===== src/rtl/fifo_arb_pkg.sv =====
// Shared state encoding and timeout constants for the FIFO read-port arbiter.
// The optional handshake timeout is enabled with the FIFO_ARB_TIMEOUT_EN macro.
package fifo_arb_pkg;

   typedef enum logic [1:0] {
      IDLE = 2'd0,
      HS   = 2'd1,
      READ = 2'd2
   } arb_state_t;

   localparam int DEFAULT_HS_TIMEOUT = 15;
   localparam int HS_CNT_WIDTH       = 4;

endpackage


===== src/rtl/fifo_rd_arbiter_rr_pick.sv =====
// Combinational round-robin picker: first set request strictly after the last winner,
// wrapping modulo NUM_REQ, so the previous winner always has lowest priority.
module rr_pick #(
   parameter int NUM_REQ  = 4,
   parameter int ID_WIDTH = 2
) (
   input  logic [NUM_REQ-1:0]  req,
   input  logic [ID_WIDTH-1:0] last,
   output logic [ID_WIDTH-1:0] winner,
   output logic                any
);

   logic [ID_WIDTH-1:0] cand [1:NUM_REQ];

   // Walk candidates from farthest to nearest so the nearest requester overwrites the rest.
   always_comb begin
      for (int k = 1; k <= NUM_REQ; k++) begin
         cand[k] = ID_WIDTH'((int'(last) + k) % NUM_REQ);
      end
      winner = last;
      any    = |req;
      for (int k = NUM_REQ; k >= 1; k--) begin
         if (req[cand[k]]) begin
            winner = cand[k];
         end
      end
   end

endmodule


===== src/rtl/fifo_rd_arbiter.sv =====
// Round-robin arbiter sharing one FIFO read port among NUM_REQ read_en/valid/ld consumers.
// Define FIFO_ARB_TIMEOUT_EN to abort handshakes lasting HS_TIMEOUT cycles and flag hs_err.
module fifo_rd_arbiter
   import fifo_arb_pkg::*;
#(
   parameter int NUM_REQ    = 4,
   parameter int DATA_WIDTH = 16,
   parameter int HS_TIMEOUT = DEFAULT_HS_TIMEOUT
) (
   input  logic                       clk,
   input  logic                       rst,
   input  logic [NUM_REQ-1:0]         read_en,
   input  logic                       empty,
   input  logic [DATA_WIDTH-1:0]      fifo_dout,
   output logic                       fifo_rd,
   output logic [NUM_REQ-1:0]         valid,
   output logic [NUM_REQ-1:0]         ld,
   output logic [DATA_WIDTH-1:0]      data_out,
   output logic [$clog2(NUM_REQ)-1:0] grant_id,
   output logic                       busy,
   output logic                       hs_err
);

   localparam int ID_WIDTH = $clog2(NUM_REQ);

   arb_state_t          state;
   arb_state_t          state_next;
   logic [ID_WIDTH-1:0] pick_id;
   logic                pick_any;
   logic                grant_load;
   logic                hs_abort;
   logic [NUM_REQ-1:0]  grant_onehot;

   rr_pick #(
      .NUM_REQ  (NUM_REQ),
      .ID_WIDTH (ID_WIDTH)
   ) u_pick (
      .req    (read_en),
      .last   (grant_id),
      .winner (pick_id),
      .any    (pick_any)
   );

   assign grant_onehot = {{(NUM_REQ-1){1'b0}}, 1'b1} << grant_id;
   assign data_out     = fifo_dout;

   always_ff @(posedge clk) begin
      if (rst) begin
         state <= IDLE;
      end else begin
         state <= state_next;
      end
   end

   // Resetting to the top index makes requester 0 the first pick after reset.
   always_ff @(posedge clk) begin
      if (rst) begin
         grant_id <= ID_WIDTH'(NUM_REQ - 1);
      end else if (grant_load) begin
         grant_id <= pick_id;
      end
   end

   always_comb begin
      state_next = state;
      grant_load = 1'b0;
      valid      = '0;
      ld         = '0;
      fifo_rd    = 1'b0;
      busy       = 1'b0;
      case (state)
         IDLE: begin
            if (!empty && pick_any) begin
               grant_load = 1'b1;
               state_next = HS;
            end
         end
         HS: begin
            valid = grant_onehot;
            busy  = 1'b1;
            if (!read_en[grant_id]) begin
               state_next = READ;
            end else if (hs_abort) begin
               state_next = IDLE;
            end
         end
         READ: begin
            ld         = grant_onehot;
            fifo_rd    = 1'b1;
            busy       = 1'b1;
            state_next = IDLE;
         end
         default: begin
            state_next = IDLE;
         end
      endcase
   end

`ifdef FIFO_ARB_TIMEOUT_EN
   localparam logic [HS_CNT_WIDTH-1:0] HS_LAST = HS_CNT_WIDTH'(HS_TIMEOUT - 1);

   logic [HS_CNT_WIDTH-1:0] hs_cnt;
   logic                    hs_err_q;

   // Counter idles at zero outside HS, so every HS entry starts a fresh count.
   always_ff @(posedge clk) begin
      if (rst || state != HS) begin
         hs_cnt <= '0;
      end else begin
         hs_cnt <= hs_cnt + HS_CNT_WIDTH'(1);
      end
   end

   assign hs_abort = (state == HS) && read_en[grant_id] && (hs_cnt == HS_LAST);

   always_ff @(posedge clk) begin
      if (rst) begin
         hs_err_q <= 1'b0;
      end else if (hs_abort) begin
         hs_err_q <= 1'b1;
      end
   end

   assign hs_err = hs_err_q;
`else
   assign hs_abort = 1'b0;
   assign hs_err   = 1'b0;
`endif

endmodule


===== config.mk =====
export PLATFORM = sky130hd
export DESIGN_NAME = fifo_rd_arbiter
export DESIGN_NICKNAME = d
export VERILOG_FILES = /design/src/rtl/fifo_arb_pkg.sv /design/src/rtl/fifo_rd_arbiter_rr_pick.sv /design/src/rtl/fifo_rd_arbiter.sv
export SDC_FILE = /design/constraint.sdc
export NUM_CORES = 1
export LEC_CHECK = 0
export BUFFER_PORTS_ARGS = -buffer_cell sky130_fd_sc_hd__clkbuf_2
export CAP_MARGIN = 20
export CORE_ASPECT_RATIO = 1.1
export CORE_MARGIN = 2
export CORE_UTILIZATION = 43
export DETAILED_ROUTE_END_ITERATION = 6
export PLACE_DENSITY_LB_ADDON = 0.25
export SLEW_MARGIN = 0
export SYNTH_ARGS = -nofsm -noshare
export SYNTH_HDL_FRONTEND = slang
export SYNTH_SLANG_ARGS = --single-unit

===== constraint.sdc =====
create_clock -name clk -period 2.8 [get_ports clk]
set_input_delay 0.42 -clock clk [delete_from_list [all_inputs] [get_ports clk]]
set_output_delay 0.42 -clock clk [all_outputs]
set_load 0.01 [all_outputs]

==> summary.md, run 1 <==
| Metric | Value |
|---|---|
| Vias | 550 |
| Remaining DRCs | 0 |
| Data required, critical path | 2910 ps |
| Initial Utilization | 45.86% |
| First-pass GRT wire length | 2.152 mm |
| Worst skew pair latency | 230 ps |
| Number of setup buffers added after CTS | 0 |
| NumNets Final | 116 |
| Hold/Removal Path Class | in -> reg |
| Area delta synth->final | -2.277% |
| Final setup margin | 808.5 ps |
| Vias in the first global route | 488 |
| CTS tree | yes |
| # rows | 15 |
| Hold Vio Cnt, Final | 0 |
| DR iter-0 viols | 12 |
| Placer congestion estimate | 0.7844 |
| Post-DR vias/cell | 5.500 |
| Multi-input gate area | 457.9 um^2 |
| Unique masters post-synth | 32 |
| Number of port buffers | 18 |
| Initial antenna violation count | 0 |
| Cell area after layout | 698.2 um^2 |
| Final worst path period share | 71.12% |
| Routed Antenna Nets | 0 |
| Status | finished clean |
| Leak | 0.0003685 uW |
| Synthesized area | 714.4 um^2 |
| Maximum VDD drop | 338.6 uV |
| Filler cells | 165 |
| Fin util | 44.82% |
| Root buffer cell | clkbuf_4 |
| Crit-path max FO | 13 |
| Mapped Nets | 112 |
| Average size of a mapped cell | 8.820 um^2 |
| Synthesized instance count | 81 |
| CTS resizes | 0 |
| Num Clock Sinks | 4 |
| Total negative slack | 0 ps |
| Final Setup Violations | 0 |
| Register area | 80.08 um^2 |
| Kind of critical path | reg -> reg |
| Post-Route WL | 1.262 mm |
| Power per cell area | 796.3 nW/um^2 |
| Min Tclk post-route | 1991 ps |
| Max H-tree Level | 1 |
| #FFs+latches synth | 4 |
| Worst Path Arrival | 2100 ps |
| CTS Hold Bufs | 0 |
| Most frequent cells in the layout | clkbuf_2 (18), and2_1 (8), ha_1 (8) |
| Die Y | 46.75 um |
| Wirelength per Cell | 12.62 um |
| Place WS | 787.5 ps |
| Count of final max-slew check failures | 0 |
| Proportion of layout cells with a drive suffix above 1 | 34.94% |
| I/O pin count | 52 |
| HPWL Detailed | 1.018 mm |
| Fmax | 502.1 MHz |
| Full die area | 2004 um^2 |
| Clock transition at path regs | 40 ps |
| Largest net degree at the start of global routing | 14 |
| Num CTS Buffers | 3 |
| # diodes | 0 |
| Commonest non-fill, non-tap cell in the layout | clkbuf_2 |
| Endpoint class of the critical path | flop |
| Ys Warns | 0 |
| GRT Util Overall | 14.20% |
| RSZ-0062 raised after global routing | false |
| Die width | 42.87 um |
| Max cap viols | 0 |
| Share of the yosys chip area belonging to registers | 11.21% |
| Worst setup SP type | flop |
| Core box area | 1558 um^2 |
| Area after DPL | 675.6 um^2 |
| Clk_skew | 4.470 ps |
| Grt ovf | 0 |
| DR pass1 iterations | 4 |
| Clock buffer depth | 2 |
## through the flow
stage	instances	hold WS [ps]	total power [uW]
final	100	494.0	556.0
after global routing	100	519.0	625.5
after CTS	100	489.2	565.3
after detailed placement	97	500.7	493.1
after global placement	97	492.9	487.5
after floorplan	81	479.4	439.0
## cell usage after synthesis, drive strengths merged
cell type,count,area [um^2]
or4,1,7.510
nand2,1,3.750
o21ba,1,10.01
or2,1,6.260
o41ai,1,16.27
o21a,1,7.510
o2111a,1,11.26
nor2b,1,6.260
dfxtp,4,80.08
nand3,1,5.000
and2,9,58.81
buf,19,150.1
a31oi,1,6.260
nor3,1,5.000
a21oi,2,10.01
a211oi,1,7.510
o211a,1,10.01
conb,1,3.750
ha,8,100.1
nor4b,1,8.760
nor2,4,15.01
nand2b,2,12.51
inv,7,26.28
o211ai,1,12.51
o221ai,1,15.01
mux4,3,71.32
o21ai,1,5.000
mux2i,3,30.03
nor4,2,12.51
## worst max-delay path, stage by stage (launching register included)
cell     delay (ps)
dfxtp_1         600
inv_1           190
ha_1            410
o21ba_2         260
a21oi_1          30
nor4_1          280
mux2i_1         100
## state kept, by name, summed over array words and instances (netlist names)
name and cells:
grant_id 2, state 2
## final cells by class
cell class                 count  area share [%]
clock buffer                   3           3.226
inverter                       7           3.763
multi-input combinational     51           65.59
sequential                     4           11.47
tap                           17           3.047
timing repair buffer          18           12.90
## worst paths after layout
check	from	to	slack, ps	cells after the start
worst max-delay path	grant_id[0]$_SDFFE_PP1P_	grant_id[1]$_SDFFE_PP1P_	810	6
worst min-delay path	rst	state[0]$_SDFFE_PP0P_	490	2
worst max register to register	grant_id[0]$_SDFFE_PP1P_	grant_id[1]$_SDFFE_PP1P_	810	6
worst min register to register	state[0]$_SDFFE_PP0P_	state[0]$_SDFFE_PP0P_	510	2
## layer usage
metal  up-vias  part of all wire (%)  GRT usage, %
li1        268                     -             -
met4         0                   2.0         7.500
met5         -                     0             0
met3         6                   7.1         3.077
met2        23                    47         22.42
met1       253                    44         18.46
## cells by family (layout without fill, tap and decap cells)
logic type / after synthesis / after routing / synth area share (%)
AO/OA/AOI/OAI: 12 / 12 / 15.59
adder cells (fa/ha/maj): 8 / 8 / 14.01
buffers and inverters: 26 / 28 / 24.69
flip-flops: 4 / 4 / 11.21
multiplexers: 6 / 6 / 14.19
other: 1 / 1 / 0.5249
AND/OR/NAND/NOR: 24 / 24 / 19.79
## power breakdown
part	internal, uW	switching (uW)	leakage, uW
clock network	47.9	22.1	0.0000138
logic	180	180	0.000322
registers	79.7	46.7	0.0000330
(Power assumes the default switching activity.)
==> inputs of run 2 (changes only) <==
CORE_UTILIZATION = 40   (was 43)
clock period = 2 ns   (was 2.8 ns; I/O delays follow)
==> summary.md, run 2 (synthesis gave the netlist of run 1 again) <==
| Metric | Value |
|---|---|
| Status | finished clean |
| First-pass GRT wire length | 2.297 mm |
| Endpoint class of the critical path | flop |
| Worst skew pair latency | 240 ps |
| Initial antenna violation count | 0 |
| Max H-tree Level | 1 |
| Num CTS Buffers | 3 |
| GRT Max-Usage Layer | met2 |
| Clk_skew | 1.825 ps |
| Largest net degree at the start of global routing | 11 |
| Num Clock Sinks | 4 |
| Met1 Usage GRT | 16.86% |
| RSZ-0062 raised after global routing | false |
| Leak | 0.0003824 uW |
| Hold slack | 365.0 ps |
| Grt ovf | 0 |
| Clock transition at path regs | 40 ps |
| Power per cell area | 1139 nW/um^2 |
| Kind of critical path | reg -> reg |
| Hold/Removal Path Class | in -> reg |
| CTS Hold Bufs | 0 |
| Max incr delay on CP | 420 ps |
| Die width | 44.30 um |
| NumNets Final | 119 |
| Met2 Track Usage GR | 23.04% |
| Final Non-Filler Cells | 104 |
| Reg2Reg Depth | 6 |
| Proportion of layout cells with a drive suffix above 1 | 37.21% |
| Place WS | 283.9 ps |
| Most frequent cells in the layout | clkbuf_2 (18), and2_1 (8), ha_1 (8) |
| Die Y | 48.33 um |
| Total negative slack | 0 ps |
| Vias in the first global route | 526 |
| Full die area | 2141 um^2 |
| CTS tree | yes |
| Clock buffer depth | 2 |
| Initial Utilization | 41.50% |
| Hold Vio Cnt, Final | 0 |
| Vias | 566 |
| GRT Util Overall | 14.30% |
| Number of setup buffers added after CTS | 0 |
| Filler cells | 192 |
| Final worst path period share | 85.40% |
| Placer congestion estimate | 0.7684 |
| Placed Instances | 101 |
| Wirelength per Cell | 13.35 um |
| Slowest cell on crit path | dfxtp_1 |
| Cell Chain, Critical Path | inv_1 > ha_1 > o21ba_2 > a21oi_1 > nor4_1 > mux2i_1 |
| Data required, critical path | 2110 ps |
| Top Registers | grant_id (2), state (2) |
| Commonest non-fill, non-tap cell in the layout | clkbuf_2 |
| Routed Antenna Nets | 0 |
| # rows | 16 |
| # diodes | 0 |
| Remaining DRCs | 0 |
| Min Tclk post-route | 1708 ps |
| Count of final max-slew check failures | 0 |
| Fmax | 585.5 MHz |
| Core box area | 1722 um^2 |
| Reg-to-reg slack, setup | 290 ps |
| Post-Route WL | 1.388 mm |
| Hold depth | 2 |
| Area delta synth->final | 1.051% |
| Max cap viols | 0 |
| Post-DR vias/cell | 5.442 |
| Worst Path Arrival | 1820 ps |
| GR Util met3 | 0.7463% |
| Maximum VDD drop | 413.2 uV |
| Final Setup Violations | 0 |
| DR pass1 iterations | 4 |
| Power Total | 822.4 uW |
| Crit-path max FO | 7 |
| Number of port buffers | 18 |
| CTS resizes | 0 |
| Root buffer cell | clkbuf_4 |
| I/O pin count | 52 |
| Final setup margin | 292.0 ps |
| Worst setup SP type | flop |
| DR iter-0 viols | 13 |
| HPWL Detailed | 1.119 mm |
## run 2: changes by cell type in the layout (fill, tap and decap cells not counted)
cell / before / now
buf_4: 0 / 3
## run 2: layout make-up
class	instances	area [um^2]	share of cell area [%]
Clock buffer	3	22.52	3.120
Inverter	7	26.28	3.640
Multi-Input combinational cell	51	457.9	63.43
Sequential cell	4	80.08	11.09
Tap cell	18	22.52	3.120
Timing Repair Buffer	21	112.6	15.60
## run 2: worst paths after layout
kind | startpoint | to
worst max-delay path | grant_id[0]$_SDFFE_PP1P_ | grant_id[1]$_SDFFE_PP1P_
worst min-delay path | rst | state[0]$_SDFFE_PP0P_
worst max register to register | grant_id[0]$_SDFFE_PP1P_ | grant_id[1]$_SDFFE_PP1P_
worst min register to register | state[0]$_SDFFE_PP0P_ | state[0]$_SDFFE_PP0P_
## run 2: critical path: cells and delay by family (launching register included)
kind	cells	cell delay, ps
buffers and inverters	1	90
multiplexers	1	120
flip-flops	1	420
AND/OR/NAND/NOR	1	270
AO/OA/AOI/OAI	2	290
adder cells (fa/ha/maj)	1	390
## run 2: per-stage QoR
step | cell area (um^2) | utilization [%]
6_report | 721.9 | 41.93
5_1_grt | 721.9 | 41.93
4_1_cts | 721.9 | 41.93
3_5_place_dp | 699.4 | 40.63
3_3_place_gp | 699.4 | 40.63
2_1_floorplan | 714.4 | -
## run 2: power breakdown
part	switching (uW)	internal, uW
Combinational	300	281
Clock	35.1	67.3
Sequential	27.6	112
Total	363	460
## run 2: routing by layer
metal  wire [um]  share of wire, %  vias up
met4           4              0.29        0
met5           0                 0        -
met3         154                11        2
met2         691                50       36
met1         539                39      250
li1            -                 -      278
